**src/rtl/ex_stage.sv**
```systemverilog
// ex_stage: execute stage with single-cycle ALU, iterative MUL and an optional
// restoring DIVU that is compiled in only when EX_DIV_EN is defined.
module ex_stage #(
    parameter int WIDTH = 32
) (
    input  logic             CLK,
    input  logic             RST,
    input  logic             IdEx_Jump,
    input  logic             IdEx_Branch,
    input  logic             IdEx_MemRead,
    input  logic             IdEx_MemtoReg,
    input  logic             IdEx_MemWrite,
    input  logic             IdEx_RegWrite,
    input  logic [3:0]       IdEx_AluCtrl,
    input  logic             IdEx_AluSrc,
    input  logic [WIDTH-1:0] IdEx_DataRs,
    input  logic [WIDTH-1:0] IdEx_DataRt,
    input  logic [WIDTH-1:0] IdEx_Imm,
    input  logic [4:0]       IdEx_AddrRdRt,
    output logic             ExMem_Jump,
    output logic             ExMem_Branch,
    output logic             ExMem_MemRead,
    output logic             ExMem_MemtoReg,
    output logic             ExMem_MemWrite,
    output logic             ExMem_RegWrite,
    output logic [WIDTH-1:0] ExMem_AluOut,
    output logic             ExMem_Zero,
    output logic [WIDTH-1:0] ExMem_DataRt,
    output logic [4:0]       ExMem_AddrRdRt,
    output logic             Ex_Stall
);
    typedef enum logic [1:0] {IDLE, BUSY, DONE} state_t;
    state_t state, stateNext;
    logic [4:0] cnt;
    logic [WIDTH-1:0] opB, aluRes, unitA, unitB, unitAcc, unitRes, res;
    logic isMul, isDiv, isMulti;
    assign opB = IdEx_AluSrc ? IdEx_Imm : IdEx_DataRt;
    assign isMul = IdEx_AluCtrl == 4'b1000;
`ifdef EX_DIV_EN
    logic unitDiv;
    logic [WIDTH:0] remShift, remSub;
    assign isDiv = IdEx_AluCtrl == 4'b1010;
    assign remShift = {unitAcc, unitA[WIDTH-1]};
    assign remSub = remShift - {1'b0, unitB};
    assign unitRes = unitDiv ? unitA : unitAcc;
`else
    assign isDiv = 1'b0;
    assign unitRes = unitAcc;
`endif
    assign isMulti = isMul | isDiv;
    assign Ex_Stall = (state == IDLE && isMulti) || state == BUSY;
    always_comb begin
        aluRes = '0;
        case (IdEx_AluCtrl)
            4'b0000: aluRes = IdEx_DataRs & opB;
            4'b0001: aluRes = IdEx_DataRs | opB;
            4'b0010: aluRes = IdEx_DataRs + opB;
            4'b0110: aluRes = IdEx_DataRs - opB;
            4'b1100: aluRes = ~(IdEx_DataRs | opB);
            4'b0111: aluRes = {{(WIDTH-1){1'b0}}, $signed(IdEx_DataRs) < $signed(opB)};
            default: aluRes = '0;
        endcase
    end
    always_comb begin
        stateNext = state;
        case (state)
            IDLE: stateNext = isMulti ? BUSY : IDLE;
            BUSY: stateNext = cnt == 5'd31 ? DONE : BUSY;
            default: stateNext = IDLE;
        endcase
    end
    assign res = state == DONE ? unitRes : aluRes;
    always_ff @(posedge CLK) begin
        if (RST) begin
            state <= IDLE;
            cnt <= '0;
            unitA <= '0;
            unitB <= '0;
            unitAcc <= '0;
`ifdef EX_DIV_EN
            unitDiv <= 1'b0;
`endif
        end else begin
            state <= stateNext;
            if (state == IDLE) begin
                cnt <= '0;
                unitA <= IdEx_DataRs;
                unitB <= opB;
                unitAcc <= '0;
`ifdef EX_DIV_EN
                unitDiv <= isDiv;
`endif
            end else if (state == BUSY) begin
                cnt <= cnt + 5'd1;
`ifdef EX_DIV_EN
                if (unitDiv) begin
                    unitAcc <= remSub[WIDTH] ? remShift[WIDTH-1:0] : remSub[WIDTH-1:0];
                    unitA <= {unitA[WIDTH-2:0], ~remSub[WIDTH]};
                end else begin
`else
                begin
`endif
                    // shift-add: multiplicand moves left, multiplier bits consumed from the right
                    unitAcc <= unitAcc + (unitB[0] ? unitA : '0);
                    unitA <= unitA << 1;
                    unitB <= unitB >> 1;
                end
            end
        end
    end
    // a bubble is identical to the reset image, so both share one branch
    always_ff @(posedge CLK) begin
        if (RST || Ex_Stall) begin
            {ExMem_Jump, ExMem_Branch, ExMem_MemRead, ExMem_MemtoReg, ExMem_MemWrite, ExMem_RegWrite} <= '0;
            ExMem_AluOut <= '0;
            ExMem_Zero <= 1'b1;
            ExMem_DataRt <= '0;
            ExMem_AddrRdRt <= '0;
        end else begin
            {ExMem_Jump, ExMem_Branch, ExMem_MemRead, ExMem_MemtoReg, ExMem_MemWrite, ExMem_RegWrite} <=
                {IdEx_Jump, IdEx_Branch, IdEx_MemRead, IdEx_MemtoReg, IdEx_MemWrite, IdEx_RegWrite};
            ExMem_AluOut <= res;
            ExMem_Zero <= res == '0;
            ExMem_DataRt <= IdEx_DataRt;
            ExMem_AddrRdRt <= IdEx_AddrRdRt;
        end
    end
endmodule

```
**config.mk**
```make
export PLATFORM = sky130hd
export DESIGN_NAME = ex_stage
export DESIGN_NICKNAME = d
export VERILOG_FILES = /design/src/rtl/ex_stage.sv
export SDC_FILE = /design/constraint.sdc
export NUM_CORES = 1
export LEC_CHECK = 0
export ABC_CLOCK_PERIOD_IN_PS = 12900
export CORE_ASPECT_RATIO = 2
export CORE_MARGIN = 1
export CORE_UTILIZATION = 40
export DETAILED_ROUTE_END_ITERATION = 10
export PLACE_DENSITY = 0.58
export SLEW_MARGIN = 20
export SYNTH_ARGS = -nofsm -noshare
export SYNTH_HDL_FRONTEND = slang
export SYNTH_SLANG_ARGS = --single-unit
```
**constraint.sdc**
```tcl
create_clock -name CLK -period 12.9 [get_ports CLK]
set_clock_uncertainty 0.05 [all_clocks]
set_input_delay 1.935 -clock CLK [delete_from_list [all_inputs] [get_ports CLK]]
set_output_delay 1.935 -clock CLK [all_outputs]
set_load 0.02 [all_outputs]
```
==> results.sh, run 1 <==
export IMPL_via_per_inst=5.87
export IMPL_postCtsSetupBuffers=0
export IMPL_period_needed_ps=6930
export IMPL_gp_congestion=1.00
export IMPL_relSlewSlack_pct=20.7
export IMPL_grt_max_degree=88
export IMPL_syn_inst=1822
export IMPL_drtPass1Iterations=6
export IMPL_rows=96
export IMPL_rsz0062_at_grt="false"
export IMPL_tns_ps=0
export IMPL_ioPinCount=191
export IMPL_drt_iter0_drc=933
export IMPL_wl_met3_um=2120
export IMPL_maxSlewViolCount=0
export IMPL_num_vias=14024
export IMPL_drtAntennaViolNets=0
export IMPL_antenna_found_initial=3
export IMPL_clk_path_buf_depth=2
export IMPL_tightest_slew_ps=1180
export IMPL_drc=0
export IMPL_cts_sinks=179
export IMPL_portBuffers=190
export IMPL_die_w_um=133
export IMPL_fin_util_pct=48.6
export IMPL_syn_cell_area_um2=13800
export IMPL_yosys_most_used_dff="dfxtp_1"
export IMPL_ys_types=81
export IMPL_final_nets=2186
export IMPL_hold_viol_final=0
export IMPL_core_um2=34100
export IMPL_dpl_cell_area_um2=16000
export IMPL_synth_edf_count=0
export IMPL_cp_end_kind="flop"
export IMPL_fp_dieH_um=265
export IMPL_final_area_um2=16600
export IMPL_antennaDiodeCount=0
export IMPL_ys_ff_latch=179
export IMPL_critPathLaunchType="input pin"
export IMPL_area_delta_synth_final_pct=19.9
export IMPL_worstPathRequired_ps=13250
export IMPL_cp_arrival_ps=7280
export IMPL_grt_pass1_vias=13959
export IMPL_ir_drop_v=0.0000963
export IMPL_fin_crit_sh_pct=53.7
export IMPL_grt_util_all_layers_pct=32.8
export IMPL_clkTransAtPathRegs_ps=70
export IMPL_clock_fmax_mhz=144
export IMPL_numCtsBuffers=17
export IMPL_start_util_pct=40.5
export IMPL_cts_root_buffer="clkbuf_16"
export IMPL_cts_resized=0
export IMPL_met1_length_um=19500
export IMPL_highest_layer="met5"
export IMPL_syn_nets=2072
export IMPL_syn_avg_cell_area_um2=7.59
export IMPL_wl_um=57700
export IMPL_overflow=0
export IMPL_synth_async_reset_ratio_pct=0
export IMPL_die_area_um2=35400
export IMPL_h_tree_depth=4
export IMPL_setup_viol=0
export IMPL_avgRoutedWirePerCell_um=24.1
export IMPL_routed_wl_met2_um=30100
export IMPL_drive_above_1_share_pct=4.57
export IMPL_total_power_uw=1620
export IMPL_postCtsHoldBufs=0
export IMPL_hold_path_class="reg2reg"
export IMPL_grt_pass1_wl_um=85100
export IMPL_crit_type="in2reg"
export IMPL_p_leak_uw=0.00705
export IMPL_clk_latency_ps=460
export IMPL_p_per_area_nw_per_um2=97.6
export IMPL_cp_max_fo=32
export IMPL_drv_cap=0
export IMPL_dp_hpwl_um=43900
export IMPL_synth_seq_area_share_pct=25.9
export IMPL_synth_warnings=0
export IMPL_cts_tree="done"
export IMPL_outcome="complete, no violations"
==> Yosys cell counts, types with 28 or more instances <==
cell,number,share of area (%)
nand2_1,101,2.7
nor2_1,287,7.8
o21ai_0,50,1.8
and2_1,87,3.9
a22oi_1,33,1.8
inv_1,99,2.7
dfxtp_1,179,26
a21oi_1,202,7.3
a21o_1,28,1.5
ha_1,133,12
mux2i_1,69,5.0
nor3_1,28,1.0
clkbuf_1,82,2.2
==> cell usage in the layout, fill, tap and decap left out, types with 11 or more instances in the layout <==
cell,Yosys,layout
a221oi_1,16,16
o211ai_1,16,16
dfxtp_1,179,177
nor3_1,28,28
and3_1,11,11
nand2b_1,24,24
nor4_1,18,17
and2_1,87,87
clkdlybuf4s50_1,0,188
ha_1,133,133
xor2_1,17,17
nand2_1,101,101
a31oi_1,21,21
a22oi_1,33,33
nor2b_1,22,20
a21o_1,28,28
nand3_1,25,25
xnor2_1,25,25
clkbuf_16,0,18
o21bai_1,13,13
a211oi_1,14,14
o21ai_0,50,50
a21oi_1,202,202
inv_1,99,99
o31ai_1,22,22
mux2i_1,69,69
nor2_1,287,286
buf_4,1,19
==> routing by layer <==
| layer | vias up | track usage, % |
|---|---|---|
| met5 | - | 0 |
| met4 | 6 | 30.0 |
| met3 | 195 | 4.23 |
| met2 | 488 | 60.8 |
| met1 | 6668 | 30.7 |
| li1 | 6667 | - |
==> worst paths after layout <==
path	from	to	slack, ps	cells after the start
setup reg to reg	state[1]	ExMem_Zero	8430	11
hold / removal	cnt[4]	cnt[4]	420	2
hold reg to reg	cnt[4]	cnt[4]	420	2
setup / recovery	IdEx_AluSrc	ExMem_Zero	5970	16
==> kinds of logic (layout without fill, tap and decap cells) <==
| kind of cell | Yosys count | in the layout | synth area share [%] |
|---|---|---|---|
| muxes | 74 | 74 | 5.40 |
| xor gates and xnor gates | 42 | 42 | 2.66 |
| adders and majority gates | 136 | 136 | 12.5 |
| DFF | 179 | 179 | 25.9 |
| buffers and inverters | 213 | 339 | 5.98 |
| and+or+nand+nor | 658 | 658 | 22.9 |
| AOI/OAI and AO/OA | 520 | 520 | 24.7 |
==> cell type report <==
| class | instances | area, um2 |
|---|---|---|
| clock buffers | 20 | 458 |
| clock inverters | 11 | 118 |
| fillers | 3525 | 17500 |
| inverters | 100 | 375 |
| multi-input cells | 1430 | 9450 |
| flip-flops and latches | 179 | 3590 |
| well taps | 441 | 552 |
| repair buffers | 208 | 2030 |
==> sequential cells by signal, summed over array words and instances (netlist names) <==
register        flops
unitA              32
ExMem_RegWrite      1
ExMem_AddrRdRt      5
state               2
ExMem_Zero          1
unitB              32
ExMem_Branch        1
ExMem_MemtoReg      1
ExMem_MemWrite      1
ExMem_AluOut       32
unitAcc            32
cnt                 5
ExMem_MemRead       1
ExMem_Jump          1
ExMem_DataRt       32
==> report_power, final <==
group          switching [uW]  leakage (uW)  internal [uW]
Combinational             296       0.00530            188
Sequential               17.9       0.00147            581
Clock                     254      0.000275            281
Total                     567       0.00705           1050
==> per-stage QoR <==
stage	setup slack [ps]	instances	hold WS, ps
floorplan	6580	1822	391
global placement	5720	2358	396
detailed placement	5710	2358	412
CTS	6190	2389	422
global route	5770	2389	445
finish	5970	2389	417
==> critical path: stages <==
cell       delay (ps)
buf_2              80
buf_4             510
mux2i_1           500
ha_1              230
nor2_1             70
o311ai_1          610
a21oi_1           310
a211oi_1          410
o41a_1            250
xnor2_1           130
nor2_1             50
a211oi_1          960
o2111ai_1         170
or4_1             550
nor4_1            290
a31o_1            170
Note: power is estimated with default switching activity, not from simulation.
==> run 2: changes to the inputs <==
--- a/config.mk
+++ b/config.mk
@@ -5,7 +5,7 @@
 export SDC_FILE = /design/constraint.sdc
 export NUM_CORES = 1
 export LEC_CHECK = 0
-export ABC_CLOCK_PERIOD_IN_PS = 12900
+export ABC_CLOCK_PERIOD_IN_PS = 7000
 export CORE_ASPECT_RATIO = 2
 export CORE_MARGIN = 1
 export CORE_UTILIZATION = 40
==> constraint.sdc (replaced) <==
create_clock -name CLK -period 7 [get_ports CLK]
set_clock_uncertainty 0.05 [all_clocks]
set_input_delay 1.05 -clock CLK [delete_from_list [all_inputs] [get_ports CLK]]
set_output_delay 1.05 -clock CLK [all_outputs]
set_load 0.02 [all_outputs]
==> results.sh, run 2 (same netlist as run 1, synthesis figures left out) <==
export IMPL_wl_um=58800
export IMPL_via_per_inst=5.91
export IMPL_postCtsSetupBuffers=0
export IMPL_tns_ps=0
export IMPL_die_w_um=133
export IMPL_hold_viol_final=0
export IMPL_p_leak_uw=0.00711
export IMPL_area_delta_synth_final_pct=20.5
export IMPL_rr_worst_depth=12
export IMPL_outcome="complete, no violations"
export IMPL_cts_tree="done"
export IMPL_antennaDiodeCount=0
export IMPL_start_util_pct=40.5
export IMPL_cp_end_kind="flop"
export IMPL_final_area_um2=16700
export IMPL_drtAntennaViolNets=0
export IMPL_cts_root_buffer="clkbuf_16"
export IMPL_ir_drop_v=0.000177
export IMPL_avgRoutedWirePerCell_um=24.5
export IMPL_holdPathEnd="cnt[1]"
export IMPL_h_tree_depth=4
export IMPL_worst_slack_ps=1250
export IMPL_clk_latency_ps=460
export IMPL_cts_sinks=179
export IMPL_grt_util_all_layers_pct=33.5
export IMPL_final_nets=2195
export IMPL_p_per_area_nw_per_um2=180
export IMPL_period_needed_ps=5750
export IMPL_rsz0062_at_grt="false"
export IMPL_setup_viol=0
export IMPL_drv_cap=0
export IMPL_grt_pass1_wl_um=86500
export IMPL_worstHoldStart="cnt[1]"
export IMPL_hold_path_class="reg2reg"
export IMPL_rows=96
export IMPL_postCtsHoldBufs=0
export IMPL_drc=0
export IMPL_clk_path_buf_depth=2
export IMPL_cts_resized=0
export IMPL_cp_arrival_ps=6120
export IMPL_fin_crit_sh_pct=82.2
export IMPL_grt_pass1_vias=14088
export IMPL_dp_slack_ps=862
export IMPL_fp_dieH_um=265
export IMPL_overflow=0
export IMPL_layout_commonest_cell="nor2_1"
export IMPL_grt_max_degree=85
export IMPL_ioPinCount=191
export IMPL_drive_above_1_share_pct=5.11
export IMPL_relSlewSlack_pct=41.7
export IMPL_final_cell_mix="nor2_1, a21oi_1, clkdlybuf4s50_1"
export IMPL_dpl_cell_area_um2=16100
export IMPL_clkTransAtPathRegs_ps=80
export IMPL_core_um2=34100
export IMPL_numCtsBuffers=17
export IMPL_fin_hold_ws_ps=426
export IMPL_antenna_found_initial=1
export IMPL_cp_max_fo=11
export IMPL_reg2reg_slack_ps=2520
export IMPL_maxSlewViolCount=0
export IMPL_drt_iter0_drc=918
export IMPL_worstPathRequired_ps=7370
export IMPL_hold_depth=2
export IMPL_tightest_slew_ps=874
export IMPL_die_area_um2=35400
export IMPL_portBuffers=190
export IMPL_clock_fmax_mhz=174
export IMPL_drtPass1Iterations=6
export IMPL_num_vias=14171
export IMPL_gp_congestion=1.01
export IMPL_worstReg2RegEnd="ExMem_Zero"
export IMPL_crit_type="in2reg"
export IMPL_dp_hpwl_um=45600
export IMPL_r2r_start="state[0]"
export IMPL_critPathLaunchType="input pin"
[run 2: critical path, stage by stage]
cell and delay (ps):
buf_2 240, buf_4 310, mux2i_1 430, ha_1 450, nor2b_1 130, o31ai_1 390, a31oi_1 190, o21ai_1 590
nor4_1 90, nor3_1 410, a221o_1 260, nor4b_1 290, o2111ai_1 160, or4_1 580, nor4_1 310, a31o_1 190
[run 2: how the worst max path moves through the flow]
| stage | from | endpoint | slack (ps) | cells past startpoint |
|---|---|---|---|---|
| global placement | IdEx_AluSrc | ExMem_Zero | 930 | 16 |
| floorplan | IdEx_AluSrc | ExMem_Zero | 1570 | 17 |
| CTS | IdEx_AluSrc | ExMem_Zero | 1330 | 16 |
| global route | IdEx_AluSrc | ExMem_Zero | 960 | 16 |
| finish | IdEx_AluSrc | ExMem_Zero | 1250 | 16 |
| detailed placement | IdEx_AluSrc | ExMem_Zero | 860 | 16 |
[run 2: report_power, final]
part | switching [uW] | internal, uW | total [uW]
Clock | 477 | 514 | 991
Combinational | 558 | 353 | 911
Sequential | 32.1 | 1070 | 1100
Total | 1070 | 1940 | 3000
[run 2: cell type report]
| class | count | area [um2] |
|---|---|---|
| Timing Repair Buffer | 217 | 2120 |
| Fill cell | 3457 | 17400 |
| Multi-Input combinational cell | 1430 | 9450 |
| Tap cell | 441 | 552 |
| Inverter | 100 | 375 |
| Clock buffer | 19 | 443 |
| Clock inverter | 13 | 140 |
| Sequential cell | 179 | 3590 |
[run 2: metal layers]
layer  vias to the layer above  routed length (um)  global-route usage (%)
li1                       6701                   -                       -
met1                      6697               19500                    30.8
met4                         2                6290                    33.1
met2                       558               30500                    61.6
met5                         -                  13                       0
met3                       213                2420                    4.44
[run 2: per-stage QoR]
step | utilization [%] | cells | power [uW]
finish | 48.9 | 2399 | 3000
global route | 48.9 | 2399 | 3140
CTS | 48.8 | 2398 | 3010
detailed placement | 47.1 | 2366 | 2010
global placement | 47.1 | 2366 | 2010
floorplan | - | 1822 | 1660
